<file path="src/rtl/intdiv_sd2_divider.sv">
// Registered signed integer divider: truncating quotient z and remainder r of x / y,
// built as an N-row combinational non-restoring array with one cycle of latency.
module intdiv_sd2_divider #(
  parameter int N = 5
) (
  input  logic         clk,
  input  logic         rst,
  input  logic         in_valid,
  input  logic [N-1:0] x,
  input  logic [N-1:0] y,
  output logic         out_valid,
  output logic [N-1:0] z,
  output logic [N-1:0] r
);

  // Partial remainders need two guard bits: they swing over [-2|y|, 2|y|+1].
  localparam int W = N + 2;

  logic [N-1:0]        w_a;
  logic [N-1:0]        w_d;
  logic signed [W-1:0] w_dext;
  logic signed [W-1:0] w_rem [0:N];
  logic [N-1:0]        w_q;
  logic [N-1:0]        w_rmag;
  logic                w_neg_q;
  logic                w_div0;
  logic [N-1:0]        w_z;
  logic [N-1:0]        w_r;

  logic         r_valid;
  logic [N-1:0] r_z;
  logic [N-1:0] r_r;

  // Magnitudes; -2^(N-1) maps to the unsigned pattern 2^(N-1), which still fits in N bits.
  assign w_a    = x[N-1] ? -x : x;
  assign w_d    = y[N-1] ? -y : y;
  assign w_dext = {2'b00, w_d};

  assign w_rem[0] = '0;

  // Each row shifts in one dividend bit, then adds or subtracts |y| depending on the
  // sign of the running remainder. The quotient bit is the complement of the new sign.
  for (genvar k = 0; k < N; k++) begin : g_row
    logic signed [W-1:0] w_shift;
    assign w_shift      = {w_rem[k][W-2:0], w_a[N-1-k]};
    assign w_rem[k+1]   = w_rem[k][W-1] ? (w_shift + w_dext) : (w_shift - w_dext);
    assign w_q[N-1-k]   = ~w_rem[k+1][W-1];
  end

  // A negative final remainder is restored by one add of |y|; the quotient bits already
  // account for it, so no separate quotient correction is needed.
  assign w_rmag  = w_rem[N][N-1:0] + (w_rem[N][W-1] ? w_d : '0);

  assign w_neg_q = x[N-1] ^ y[N-1];
  assign w_div0  = (y == '0);

  assign w_z = w_div0 ? '1 : (w_neg_q ? -w_q : w_q);
  assign w_r = w_div0 ? x  : (x[N-1] ? -w_rmag : w_rmag);

  // NOTE: sequential state uses non-blocking assignments so every register samples
  // pre-edge values regardless of statement order.
  always_ff @(posedge clk or posedge rst) begin
    if (rst) begin
      r_valid <= 1'b0;
      r_z     <= '0;
      r_r     <= '0;
    end else begin
      r_valid <= in_valid;
      if (in_valid) begin
        r_z <= w_z;
        r_r <= w_r;
      end
    end
  end

  assign out_valid = r_valid;
  assign z         = r_z;
  assign r         = r_r;

endmodule

</file>
<file path="config.mk">
export PLATFORM = sky130hd
export DESIGN_NAME = intdiv_sd2_divider
export DESIGN_NICKNAME = d
export VERILOG_FILES = /design/src/rtl/intdiv_sd2_divider.sv
export SDC_FILE = /design/constraint.sdc
export NUM_CORES = 1
export LEC_CHECK = 0
export ABC_CLOCK_PERIOD_IN_PS = 1600
export BUFFER_PORTS_ARGS = -buffer_cell sky130_fd_sc_hd__clkbuf_2
export CORE_MARGIN = 2
export CORE_UTILIZATION = 44
export CTS_BUF_LIST = sky130_fd_sc_hd__clkbuf_8 sky130_fd_sc_hd__clkbuf_16
export CTS_CLUSTER_DIAMETER = 150
export DETAILED_ROUTE_END_ITERATION = 16
export GPL_TIMING_DRIVEN = 0
export SYNTH_ARGS = -nofsm -noshare
export SYNTH_HDL_FRONTEND = slang
export SYNTH_SLANG_ARGS = --single-unit
</file>
<file path="constraint.sdc">
create_clock -name clk -period 1.6 [get_ports clk]
set_clock_uncertainty 0.2 [all_clocks]
set_input_delay 0 -clock clk [delete_from_list [all_inputs] [get_ports clk]]
set_output_delay 0 -clock clk [all_outputs]
set_load 0.05 [all_outputs]
</file>
==> metrics.cfg <==
[status]
status = finished with violations
violations = setup timing

[critical_path]
r2r_setup_slack_ns = 0.51
r2r-end = r[4]
critPathKind = in -> reg
rr_startpoint = r[4]
path_max_fanout = 4
worstRegToRegCells = 3
crit_slowest_cell = xor3_2
cpPeakStageDelay_ns = 0.51
cp.required_ns = 1.52
cp-start-kind = input port
cp-end-kind = flop
cp.arrival_ns = 8.88

[floorplanning]
core_um2 = 5040
dieArea_um2 = 5720
die_y_um = 75.6
rows = 26
start_util_pct = 44.8
boundaryPins = 24
die_x_um = 75.6

[hold_path]
holdPathEnd = r[3]
hold_path.class = in -> reg
min_from = x[3]
min_path_cells = 4

[sta]
worst_pin_slew_ns = 0.731
fmax_mhz = 112
maxSlewHeadroom_pct = 50.9
rsz0062_at_grt = true
slew_viol_final = 0
final.min_clock_period_ns = 8.96
holdWs_ns = 0.0237
hold_viol_final = 0
finalSetupViolCount = 10
fin_ws_ns = -7.36
finalCritPeriodShare_pct = 560

[synth]
syn_nets = 335
synth_fa_ha_area_share_pct = 23.3
synth_compound_area_share_pct = 22.3
avgSynthCellArea_um2 = 7.98
synth-simple-area-share_pct = 16.8
yosys.area.top_type = ha_1
synth_area_leaders = ha_1, dfrtp_1, xnor2_1
synth_cell_types = 50
ys_ff_latch = 11
synth_top_area_share_pct = 18.8
synth_xor_area_share_pct = 19.1
ys_seq_area_share_pct = 12.2
synth_top_family_by_area = adder cells
synth_mux_area_share_pct = 1.44
ys_warn_count = 0
syn_area_um2 = 2260
syn_inst = 283

[layout]
stdcell_count = 435
utilization_pct = 68.5
final_common_cell = buf_4
regArea_um2 = 275
fillers = 430
area_growth_pct = 53.0
num_antenna_cells = 0
multiInputGateArea_um2 = 2320
layout-drive-gt1-share_pct = 41.6
final_cell_mix = buf_4, ha_1, xnor2_1, clkbuf_2
nets = 418

[placed_design]
portBuffers = 22
dpl.hpwl_mm = 4.62
place_congestion = 0.869
place_inst = 375

[drt]
wl_mm = 6.52
detail_route.iter0.violations = 89
drtPass1Iterations = 4
dr_total_vias = 2305
drcViolationCount = 0
ant_nets = 0
vias_per_cell = 5.30
route.detailed.wl_per_inst_um = 15.0

[clock_network]
clk_path_buf_depth = 2
cts_buffers = 3
cts_tree = yes
cts_sinks = 11
clkSlewWorstSetupHoldPaths_ns = 0.05
htreeDepth = 1
clkLatencyLatePin_ns = 0.23
clockRootBuffer = clkbuf_8

[global_route]
grt_max_degree = 12
antenna_found_initial = 0
grt_overflow = 0
grt_pass1_vias = 2132
grt_usage_pct = 23.0
grt_pass1_wl_mm = 10.0

[run]
cap_violations = 0

-- cell type report --
type	count	share of cell area, %
multi-input combinational	243	67.2
timing repair buffer	79	17.2
sequential	11	7.97
inverter	22	2.72
tap	70	2.53
clock buffer	3	1.19
buffer	6	1.12
clock inverter	1	0.109
-- what timing repair did --
item	in CTS	in global routing
gates resized for setup	43	17
pin swaps	17	13
buffers inserted	36	16
hold buffers	5	0
cloned	0	0
endpoints found under the hold margin	15	0
endpoints found under the setup margin	10	10
-- cells by family after synthesis --
family | after synthesis
XOR/XNOR | 45
adder cells (fa/ha/maj) | 39
flip-flops | 11
AO/OA/AOI/OAI | 76
buffers and inverters | 29
multiplexers | 3
AND/OR/NAND/NOR | 80
-- how the worst max path moves through the flow --
| stage | cells after the start | start | to |
|---|---|---|---|
| after global placement | 52 | y[0] | r[4] |
| after CTS | 52 | y[0] | r[4] |
| after floorplan | 51 | y[0] | r[4] |
| after detailed placement | 52 | y[0] | r[4] |
| after global routing | 53 | y[0] | r[4] |
| final | 47 | y[0] | r[3] |
-- synth_stat cells, drive strengths merged --
cell and instances:
a211o 1, a211oi 2, a21boi 1, a21o 8
a21oi 19, a221oi 1, a311oi 1, a31oi 8
and2b 1, and3 1, buf 5, clkbuf 2
clkinv 1, dfrtp 11, fa 5, ha 34
inv 21, mux2 2, mux2i 1, nand2 20
nand2b 2, nand3 8, nand3b 3, nand4 2
nor2 25, nor2b 9, nor3 4, nor3b 2
nor4 2, o2111a 1, o2111ai 1, o211a 1
o211ai 1, o21a 4, o21ai 15, o21bai 3
o22a 2, o22ai 1, o311ai 1, o31ai 5
or3 1, xnor2 28, xnor3 1, xor2 15
xor3 1
-- per-layer routing --
metal / global-route usage, % / wire length (um) / vias up
met4: 4.48 / 128 / 0
met5: 0 / 0 / -
met3: 1.72 / 104 / 8
met1: 27.9 / 2890 / 1092
met2: 44.2 / 3390 / 34
li1: - / - / 1171
-- critical path: cells and delay by family --
kind	cells	cell delay, ns
compound gates	16	2.64
xor+xnor	10	2.02
fa+ha+maj	6	1.91
simple gates	9	1.30
buf+inv	5	0.70
mux	1	0.29
-- per-stage QoR --
| stage | instance area, um^2 | worst slack (ns) | TNS (ns) |
|---|---|---|---|
| 3_3_place_gp | 2670 | -8.76 | -80.06 |
| 5_1_grt | 3460 | -7.85 | -71.83 |
| 3_5_place_dp | 2670 | -8.84 | -81.02 |
| 6_report | 3460 | -7.36 | -67.32 |
| 4_1_cts | 3260 | -7.29 | -66.05 |
| 2_1_floorplan | 2470 | -7.21 | -65.31 |
-- sequential cells by signal (all words and copies together) (netlist names) --
signal,flops
out_valid,1
r,5
z,5
Power is left out: the tool's default activity adds up to more than one toggle a clock period on the data nets, which glitch-free logic cannot reach.
